`src/rtl/i2c_angle_target.sv`:
```
// Purpose : I2C target at 7'h36 emulating the AS5600 angle/status registers from a fabric angle input.
// Latency : bus events act 3 clocks after the pin change; sda_oe follows one clock later (4 clocks).
// Backpressure: none; the initiator owns SCL and the target never stretches the clock.
//
// Ports:
//   clock, reset        system clock (>= 16x SCL) and synchronous active-high reset
//   scl_in, sda_in      asynchronous bus pins, oversampled on clock
//   sda_oe              1 = pull SDA low, 0 = release
//   angle[11:0]         angle to report; captured into a snapshot at the read address ACK
//   magnet_status[2:0]  {MD, ML, MH}, reported in STATUS[5:3]
//   reg_ptr[7:0]        current register pointer
//   busy                high from START through STOP
//   rd_strobe           one-cycle pulse when the initiator ACKs/NACKs a read byte
module i2c_angle_target (
    input  logic        clock,
    input  logic        reset,
    input  logic        scl_in,
    input  logic        sda_in,
    output logic        sda_oe,
    input  logic [11:0] angle,
    input  logic [2:0]  magnet_status,
    output logic [7:0]  reg_ptr,
    output logic        busy,
    output logic        rd_strobe
);

    localparam logic [6:0] TARGET_ADDR = 7'h36;

    typedef enum logic [3:0] {
        S_IDLE,
        S_ADDR,
        S_ADDR_ACK,
        S_WR_PTR,
        S_WR_DATA,
        S_WR_ACK,
        S_RD_DATA,
        S_RD_ACK,
        S_WAIT_STOP
    } state_t;

    state_t      state;

    // Synchronizer (two flops) plus one history flop per pin.
    logic        scl_s1, scl_s2, scl_d;
    logic        sda_s1, sda_s2, sda_d;

    logic [3:0]  bit_cnt;
    logic [7:0]  shift;
    logic [7:0]  tx;
    logic [11:0] snap;
    logic        ack_drv;   // set while the ACK bit itself is being driven
    logic        rw;
    logic        oe_next;   // bit decided at the SCL fall; presented on sda_oe one clock later

    logic        scl_rise, scl_fall, start_det, stop_det;
    logic [7:0]  sh_in;
    logic [7:0]  rd_byte;

    assign scl_rise  =  scl_s2 & ~scl_d;
    assign scl_fall  = ~scl_s2 &  scl_d;
    assign start_det =  scl_s2 &  scl_d &  sda_d & ~sda_s2;
    assign stop_det  =  scl_s2 &  scl_d & ~sda_d &  sda_s2;
    assign sh_in     = {shift[6:0], sda_s2};

    // Register map seen by the reader; angle bytes come from the snapshot so
    // a multi-byte read is coherent. 0x0E/0x0F mirror 0x0C/0x0D.
    always_comb begin
        rd_byte = 8'h00;
        case (reg_ptr)
            8'h0B:        rd_byte = {2'b00, magnet_status, 3'b000};
            8'h0C, 8'h0E: rd_byte = {4'h0, snap[11:8]};
            8'h0D, 8'h0F: rd_byte = snap[7:0];
            default:      rd_byte = 8'h00;
        endcase
    end

    always_ff @(posedge clock) begin
        if (reset) begin
            scl_s1    <= 1'b1;
            scl_s2    <= 1'b1;
            scl_d     <= 1'b1;
            sda_s1    <= 1'b1;
            sda_s2    <= 1'b1;
            sda_d     <= 1'b1;
            state     <= S_IDLE;
            bit_cnt   <= 4'd0;
            shift     <= 8'h00;
            tx        <= 8'h00;
            snap      <= 12'h000;
            ack_drv   <= 1'b0;
            rw        <= 1'b0;
            oe_next   <= 1'b0;
            sda_oe    <= 1'b0;
            reg_ptr   <= 8'h00;
            busy      <= 1'b0;
            rd_strobe <= 1'b0;
        end else begin
            scl_s1    <= scl_in;
            scl_s2    <= scl_s1;
            scl_d     <= scl_s2;
            sda_s1    <= sda_in;
            sda_s2    <= sda_s1;
            sda_d     <= sda_s2;
            sda_oe    <= oe_next;
            rd_strobe <= 1'b0;

            // START/STOP win over any data activity in the same cycle.
            if (start_det) begin
                state   <= S_ADDR;
                bit_cnt <= 4'd0;
                ack_drv <= 1'b0;
                oe_next <= 1'b0;
                busy    <= 1'b1;
            end else if (stop_det) begin
                state   <= S_IDLE;
                ack_drv <= 1'b0;
                oe_next <= 1'b0;
                busy    <= 1'b0;
            end else begin
                case (state)
                    S_ADDR: begin
                        if (scl_rise) begin
                            shift   <= sh_in;
                            bit_cnt <= bit_cnt + 4'd1;
                            if (bit_cnt == 4'd7) begin
                                bit_cnt <= 4'd0;
                                ack_drv <= 1'b0;
                                if (sh_in[7:1] == TARGET_ADDR) begin
                                    rw    <= sh_in[0];
                                    state <= S_ADDR_ACK;
                                end else begin
                                    state <= S_WAIT_STOP;
                                end
                            end
                        end
                    end

                    S_ADDR_ACK: begin
                        if (scl_fall) begin
                            if (!ack_drv) begin
                                ack_drv <= 1'b1;
                                oe_next <= 1'b1;
                                if (rw) snap <= angle;
                            end else begin
                                ack_drv <= 1'b0;
                                bit_cnt <= 4'd0;
                                if (rw) begin
                                    tx      <= rd_byte;
                                    oe_next <= ~rd_byte[7];
                                    state   <= S_RD_DATA;
                                end else begin
                                    oe_next <= 1'b0;
                                    state   <= S_WR_PTR;
                                end
                            end
                        end
                    end

                    S_WR_PTR, S_WR_DATA: begin
                        if (scl_rise) begin
                            shift   <= sh_in;
                            bit_cnt <= bit_cnt + 4'd1;
                            if (bit_cnt == 4'd7) begin
                                bit_cnt <= 4'd0;
                                ack_drv <= 1'b0;
                                state   <= S_WR_ACK;
                                // First byte is the pointer, later bytes only advance it.
                                reg_ptr <= (state == S_WR_PTR) ? sh_in : reg_ptr + 8'd1;
                            end
                        end
                    end

                    S_WR_ACK: begin
                        if (scl_fall) begin
                            if (!ack_drv) begin
                                ack_drv <= 1'b1;
                                oe_next <= 1'b1;
                            end else begin
                                ack_drv <= 1'b0;
                                oe_next <= 1'b0;
                                state   <= S_WR_DATA;
                            end
                        end
                    end

                    S_RD_DATA: begin
                        if (scl_rise) begin
                            bit_cnt <= bit_cnt + 4'd1;
                        end else if (scl_fall) begin
                            if (bit_cnt == 4'd8) begin
                                oe_next <= 1'b0;
                                bit_cnt <= 4'd0;
                                state   <= S_RD_ACK;
                            end else begin
                                oe_next <= ~tx[6];
                                tx      <= {tx[6:0], 1'b0};
                            end
                        end
                    end

                    S_RD_ACK: begin
                        if (scl_rise) begin
                            rd_strobe <= 1'b1;
                            reg_ptr   <= reg_ptr + 8'd1;
                            if (sda_s2) state <= S_WAIT_STOP;
                        end else if (scl_fall) begin
                            // Initiator ACKed: next byte uses the already advanced pointer.
                            tx      <= rd_byte;
                            oe_next <= ~rd_byte[7];
                            bit_cnt <= 4'd0;
                            state   <= S_RD_DATA;
                        end
                    end

                    S_WAIT_STOP: oe_next <= 1'b0;
                    S_IDLE:      oe_next <= 1'b0;
                    default:     state   <= S_IDLE;
                endcase
            end
        end
    end

endmodule

```
`config.mk`:
```
export PLATFORM = sky130hd
export DESIGN_NAME = i2c_angle_target
export DESIGN_NICKNAME = d
export VERILOG_FILES = /design/src/rtl/i2c_angle_target.sv
export SDC_FILE = /design/constraint.sdc
export NUM_CORES = 1
export LEC_CHECK = 0
export ABC_AREA = 1
export ABC_CLOCK_PERIOD_IN_PS = 1600
export BUFFER_PORTS_ARGS = -buffer_cell sky130_fd_sc_hd__buf_2
export CORE_MARGIN = 2
export CORE_UTILIZATION = 40
export DETAILED_ROUTE_END_ITERATION = 10
export PLACE_DENSITY = 0.66
export SYNTH_ARGS = -nofsm -noshare
export SYNTH_HDL_FRONTEND = slang
export SYNTH_SLANG_ARGS = --single-unit
```
`constraint.sdc`:
```
create_clock -name clock -period 1.6 [get_ports clock]
set_input_delay 0.24 -clock clock [delete_from_list [all_inputs] [get_ports clock]]
set_output_delay 0.24 -clock clock [all_outputs]
set_load 0.05 [all_outputs]
```
# Word-level counts from Yosys, hierarchy flattened
# Cells that the tools add are included.
classes:
  n_addsub: 2
  n_mul: 0
  n_div: 0
  order_cmp: 0
  n_eq_ne: 53
  n_shift: 0
  mux: 61
  n_bitwise: 18
  reduce_logical: 26
ops:
  columns: ["cell", "count"]
  rows:
  - ["4-bit 2-to-1 mux", 24]
  - ["7-bit 2-to-1 mux", 8]
  - ["4-bit != test, second input constant", 11]
  - ["8-bit by 4-bit == test with 1-bit output, second input constant", 5]
  - ["8-bit 2-to-1 mux", 4]
  - ["2-bit != test, second input constant", 16]
  - ["4-bit one-hot mux with 7 select lines", 1]
  - ["14-bit AND reduction", 2]
  - ["8-bit one-hot mux with 3 select lines", 1]
  - ["7-bit one-hot mux with 3 select lines", 1]
  - ["4-bit by 3-bit == test with 1-bit output, second input constant", 5]
  - ["6-bit AND reduction", 3]
  - ["1-bit 2-to-1 mux", 17]
  - ["4-bit one-hot mux with 4 select lines", 1]
  - ["8-bit one-hot mux with 2 select lines", 1]
  - ["3-bit != test, second input constant", 4]
  - ["2-bit OR reduction", 6]
  - ["1-bit inverter", 11]
  - ["11-bit AND reduction", 1]
  - ["5-bit != test, second input constant", 2]
  - ["9-bit AND reduction", 1]
  - ["8-bit by 1-bit adder with 8-bit output, second input constant", 1]
  - ["4-bit by 2-bit == test with 1-bit output, second input constant", 2]
  - ["4-bit == test, second input constant", 2]
  - ["18 further kinds", 30]
totals:
  reg_bits: 54
  latch_bits: 0
  ram_bits: 0
  mem_bits_ro: 0
  output_inout_bits: 11
  mem_count: 0

# Logic depth before layout (Yosys ltp)
logic_depth:
  depth_word: 8
  depth_mapped: 12

# Worst setup path after synthesis
# No wires, ideal clock.
synth_timing:
  kind: "reg2reg"
  from: "register reg_ptr[1]"
  to: "register oe_next"
  setup_ns: 0.114
  arrival_time_ns: 1.679
  slack_ns: -0.193
  path_stages_with_launch: 9
  synth_period_minus_slack_ns: 1.793
  cell_sequence: "dfxtp_1 ha_1 nor2_1 nor2_1 nand2_1 o21ai_0 nand2_1 a21oi_1 nor2_1"
synth_via:
  elab_chain_cells: 8
  elab_cells_between_ends: 15
synth_lines:
  columns: ["item", "line_no", "text"]
  rows:
  - ["from (decl)", "22", "output logic [7:0] reg_ptr,"]
  - ["from (signal assigned)", "168", "reg_ptr <= (state == S_WR_PTR) ? sh_in : reg_ptr + 8'd1;"]
  - ["from (signal assigned)", "204", "reg_ptr <= reg_ptr + 8'd1;"]
  - ["8-bit by 4-bit == test with 1-bit output", "69", "case (reg_ptr)"]
  - ["2-bit OR reduction", "69", null]
  - ["8-bit one-hot mux with 3 select lines *", "69", null]
  - ["1-bit inverter *", "149, 209", null]
  - ["1-bit 2-to-1 mux", "147", "if (rw) begin"]
  - ["1-bit 2-to-1 mux", "140", "if (!ack_drv) begin"]
  - ["1-bit 2-to-1 mux", "139", "if (scl_fall) begin"]
  - ["1-bit one-hot mux with 5 select lines *", "120", "case (state)"]
  - ["to (signal assigned)", "149", "oe_next <= ~rd_byte[7];"]
  - ["to (signal assigned)", "195", "oe_next <= ~tx[6];"]
  - ["to (signal assigned)", "209", "oe_next <= ~rd_byte[7];"]
  - ["to (decl)", "53", "logic oe_next;"]
# Mark *: on every way between the ends. The rest lies on a longest branch, timed or not. The select of a mux whose other input is x is not followed.
# A chain may end at the register's enable or synchronous reset.

# Worst setup path after layout
layout_timing:
  from: "register scl_d"
  to: "register tx[5]"
layout_via:
  elab_cells_between_ends: 16
layout_rtl:
  columns: ["item", "line_no", "text"]
  rows:
  - ["from (decl)", "44", "logic scl_s1, scl_s2, scl_d;"]
  - ["from (signal assigned)", "100", "scl_d <= scl_s2;"]
  - ["1-bit inverter *", "59", "assign scl_rise = scl_s2 & ~scl_d;"]
  - ["1-bit bitwise AND *", "59", null]
  - ["net scl_rise", "55", "logic scl_rise, scl_fall, start_det, stop_det;"]
  - ["2-bit != test (no source line)", null, null]
  - ["11-bit AND reduction (no source line) *", null, null]
  - ["to (signal assigned)", "148", "tx <= rd_byte;"]
  - ["to (signal assigned)", "196", "tx <= {tx[6:0], 1'b0};"]
  - ["to (signal assigned)", "208", "tx <= rd_byte;"]
  - ["to (decl)", "49", "logic [7:0] tx;"]
# The timed path passes the listed nets; every way through them passes the cells marked *.

==> metrics.txt <==
# TYPE chip_impl_metric gauge
chip_impl_metric{name="placedInstanceArea",unit="mm2"} 0.00361
chip_impl_metric{name="peakVddDrop",unit="uV"} 434
chip_impl_metric{name="detail-route-antenna-nets",unit=""} 0
chip_impl_info{name="run_status",value="finished with violations"} 1
chip_impl_metric{name="drive_gt1_share",unit="%"} 37.0
chip_impl_metric{name="synthesis.yosys.warnings",unit=""} 0
chip_impl_metric{name="sequentialPowerShare",unit="%"} 40.2
chip_impl_metric{name="clkTransAtPathRegs",unit="ns"} 0.11
chip_impl_metric{name="timing.final.setup_violations",unit=""} 8
chip_impl_info{name="failing_checks",value="setup timing"} 1
chip_impl_metric{name="post-route-cell-area",unit="mm2"} 0.00423
chip_impl_metric{name="number_of_stages_on_the_worst_hold_path",unit=""} 2
chip_impl_metric{name="numCtsBuffers",unit=""} 5
chip_impl_metric{name="setup-tns-final",unit="ns"} -0.0901
chip_impl_metric{name="power_frac_clock",unit="%"} 24.5
chip_impl_metric{name="detail_route.iter0.violations",unit=""} 162
chip_impl_metric{name="die_width",unit="um"} 91.5
chip_impl_metric{name="cap_violations",unit=""} 0
chip_impl_metric{name="remaining_drc_errors",unit=""} 0
chip_impl_metric{name="cts_hold_bufs",unit=""} 0
chip_impl_metric{name="grt.overflow.total",unit=""} 0
chip_impl_metric{name="nNetsFinal",unit=""} 587
chip_impl_metric{name="detail_route.vias_per_cell",unit=""} 4.91
chip_impl_info{name="critPathCaptureType",value="register"} 1
chip_impl_metric{name="clock_tree_buffer_depth",unit=""} 2
chip_impl_info{name="hold_start",value="scl_in"} 1
chip_impl_metric{name="worst-endpoint-required",unit="ns"} 1.82
chip_impl_metric{name="postRouteWirelength",unit="mm"} 8.38
chip_impl_metric{name="syn-num-nets",unit=""} 502
chip_impl_info{name="worstSetupStartpointType",value="register"} 1
chip_impl_metric{name="dp.final_hpwl",unit="mm"} 5.74
chip_impl_metric{name="row_count",unit=""} 31
chip_impl_info{name="r2r_start",value="scl_d$_SDFF_PP1_"} 1
chip_impl_metric{name="drt_pre_antenna_iters",unit=""} 5
chip_impl_metric{name="drv_slew",unit=""} 0
chip_impl_metric{name="power_per_cell_area",unit="mW/mm2"} 913
chip_impl_metric{name="power",unit="W"} 0.00387
chip_impl_metric{name="floorplan.die.height",unit="um"} 91.5
chip_impl_info{name="crit-reg2reg-capture",value="tx[5]$_SDFFE_PP0P_"} 1
chip_impl_info{name="rsz0062_at_grt",value="yes"} 1
chip_impl_metric{name="grt_first_pass_wirelength",unit="mm"} 13.4
chip_impl_metric{name="core_region_area",unit="mm2"} 0.00733
chip_impl_metric{name="synth_cell_type_count",unit=""} 32
chip_impl_metric{name="cts_sinks",unit=""} 54
chip_impl_metric{name="comb_power_share",unit="%"} 35.2
chip_impl_metric{name="flow.area_growth_from_synthesis",unit="%"} 38.3
chip_impl_metric{name="hold_violations",unit=""} 0
chip_impl_metric{name="ports_placed_on_the_boundary",unit=""} 30
chip_impl_info{name="clk_root_buffer_cell",value="clkbuf_8"} 1
chip_impl_metric{name="grt_pass1_vias",unit=""} 2946
chip_impl_metric{name="synth_sequential_area_ratio",unit="%"} 35.3
chip_impl_metric{name="power.switching_fraction",unit="%"} 35.5
chip_impl_metric{name="num_vias",unit=""} 3236
chip_impl_metric{name="synthesis.area_per_instance",unit="um2"} 6.46
chip_impl_metric{name="worst_slew_margin_rel",unit="%"} 76.1
chip_impl_metric{name="power.net_switching",unit="W"} 0.00137
chip_impl_metric{name="fin_crit_sh",unit="%"} 102
chip_impl_metric{name="yosys_register_bits",unit=""} 54
chip_impl_info{name="criticalPathCategory",value="register to register"} 1
chip_impl_info{name="worst_hold_path_ep",value="scl_s1$_SDFF_PP1_"} 1
chip_impl_metric{name="critical_path_arrival",unit="ns"} 1.85
chip_impl_metric{name="fp.dieArea",unit="mm2"} 0.00837
chip_impl_metric{name="fin_worst_hold_slack",unit="ns"} 0.0965
chip_impl_metric{name="worst-slew-pin-transition",unit="ns"} 0.358
chip_impl_metric{name="final_period_minus_worst_setup_slack",unit="ns"} 1.62
chip_impl_metric{name="synth_cells",unit=""} 474
chip_impl_metric{name="worst-path-max-fanout",unit=""} 13
chip_impl_metric{name="clock_latency",unit="ns"} 0.32
chip_impl_metric{name="internal-power",unit="W"} 0.00250
chip_impl_info{name="worstHoldPathType",value="input port to register"} 1
chip_impl_metric{name="leakage",unit="nW"} 1.91
chip_impl_metric{name="register_to_register_path_depth",unit=""} 11
chip_impl_metric{name="n_antenna_cell",unit=""} 0
chip_impl_metric{name="wire_per_inst",unit="um"} 12.7
chip_impl_info{name="cts_tree",value="built"} 1
chip_impl_metric{name="fin_skew",unit="ns"} 0.0144
chip_impl_metric{name="achievable-frequency",unit="MHz"} 616
chip_impl_metric{name="io_buffers",unit=""} 29
chip_impl_metric{name="setup.reg_to_reg.worst_slack",unit="ns"} -0.02
chip_impl_metric{name="globalRouteTotalUtil",unit="%"} 19.3
chip_impl_metric{name="layout_setup_ws",unit="ns"} -0.0240
chip_impl_metric{name="gp_congestion",unit=""} 0.955
chip_impl_metric{name="initial_core_util",unit="%"} 41.7
chip_impl_metric{name="antenna_found_initial",unit=""} 0
chip_impl_metric{name="cts.htree.levels",unit=""} 2
chip_impl_metric{name="post_synth_instance_area",unit="mm2"} 0.00306
chip_impl_metric{name="grt_max_degree",unit=""} 19
-- layout by cell type (no fill, tap or decap), drive strengths merged, types with 2 or more instances in the layout --
master and n:
nand4 2, a21boi 2, o21ai 52, nand3 30, dfxtp 54, or2 4, nand2 116, buf 87
ha 9, xor2 4, clkbuf 6, nor2 95, nor3 3, a21oi 32, o211ai 2, inv 55
-- Yosys cell counts --
cell      instances  share of area (%)
nor3_4            1               0.53
o21ai_1          18                2.9
a31oi_1           1               0.20
nor2_1           85                 10
nand4_1           2               0.41
nand3b_1          1               0.25
xnor2_1           1               0.29
nor2_4            3                1.1
nand2b_1          1               0.20
nand2_2           6                1.2
inv_2             7               0.86
a21oi_1          30                4.9
or2_2             4               0.82
nor2_2            7                1.4
o211ai_1          2               0.49
clkbuf_1          6               0.74
a21boi_1          1               0.25
o21ai_0          33                5.4
and2_1            1               0.20
a21oi_2           2               0.57
xor2_1            4                1.1
a21boi_0          1               0.25
o21ai_2           1               0.29
nand2_1         110                 13
inv_1            47                5.8
dfxtp_1          54                 35
nor3_1            2               0.33
nand3_2           3               0.98
buf_6             1               0.37
ha_1              9                3.7
nand3_1          27                4.4
buf_4             3               0.74
-- cell families (layout without fill, tap and decap cells) --
kind of cell    count (synthesis)  after routing  share of synthesized area, %
simple gates                  253            253                          35.8
flops                          54             54                          35.3
buf+inv                        64            150                          8.46
fa+ha+maj                       9              9                          3.68
compound gates                 89             89                          15.3
xor+xnor                        5              5                          1.43
-- state kept, by name, summed over array words and instances (netlist names), 4 cells and up --
signal,cells
snap,12
reg_ptr,8
state,4
bit_cnt,4
shift,7
tx,7
-- power by group through the flow --
stage          registers [W]  logic [W]  clock network (W)
3_3_place_gp         0.00156    0.00107                  0
2_1_floorplan        0.00156   0.000715                  0
4_1_cts              0.00153    0.00114           0.000971
3_5_place_dp         0.00156    0.00108                  0
5_1_grt              0.00157    0.00151            0.00102
6_report             0.00156    0.00136           0.000949
-- stage by stage --
stage,cells,utilization (%),setup WS (ns)
2_1_floorplan,474,-,0.00920
6_report,659,57.8,-0.0240
4_1_cts,649,52.2,-0.0132
5_1_grt,659,57.8,-0.128
3_5_place_dp,635,49.3,-0.105
3_3_place_gp,635,49.3,-0.0776
-- how the worst max path moves through the flow --
stage          cells after the start              start                       to  slack [ns]
2_1_floorplan                     12  scl_s2$_SDFF_PP1_       tx[2]$_SDFFE_PP0P_       0.009
3_3_place_gp                       9  scl_s2$_SDFF_PP1_  reg_ptr[6]$_SDFFE_PP0P_       -0.08
3_5_place_dp                      11  scl_s2$_SDFF_PP1_       tx[1]$_SDFFE_PP0P_       -0.11
4_1_cts                            9  scl_s2$_SDFF_PP1_  reg_ptr[6]$_SDFFE_PP0P_       -0.01
5_1_grt                           11   scl_d$_SDFF_PP1_       tx[6]$_SDFFE_PP0P_       -0.13
6_report                          11   scl_d$_SDFF_PP1_       tx[5]$_SDFFE_PP0P_       -0.02
-- metal layers --
metal  wire length [um]  part of all wire (%)  vias to the layer above  GRT usage, %
met5                  0                     0                        -             0
met4                128                   1.5                        0          4.42
met3                319                   3.8                       16          2.90
met2               4170                    50                       66          32.8
met1               3770                    45                     1475          25.7
li1                   -                     -                     1679             -
-- worst max-delay path, cell delays in order (launching register included) --
cell and delay (ns):
dfxtp_4 0.39, inv_1 0.07, ha_4 0.19, nand2_2 0.10
nand2_2 0.10, nor2_2 0.14, nand2_2 0.08, nor2_4 0.12
buf_12 0.13, nand2_1 0.05, nor2_1 0.09, nor2_1 0.05
-- repair_timing --
action / CTS / global route
buffers inserted: 6 / 8
setup endpoints to repair: 41 / 45
resized for setup: 18 / 106
cloned: 0 / 2
pin swaps: 8 / 29
-- layout make-up --
cell class	instances	area (um2)
Timing Repair Buffer	88	653
Sequential cell	54	1110
Inverter	54	213
Multi-Input combinational cell	356	2010
Clock buffer	5	68.8
Fill cell	672	3100
Tap cell	99	124
Clock inverter	3	47.5
No activity file was read; power rests on OpenSTA's default activity.
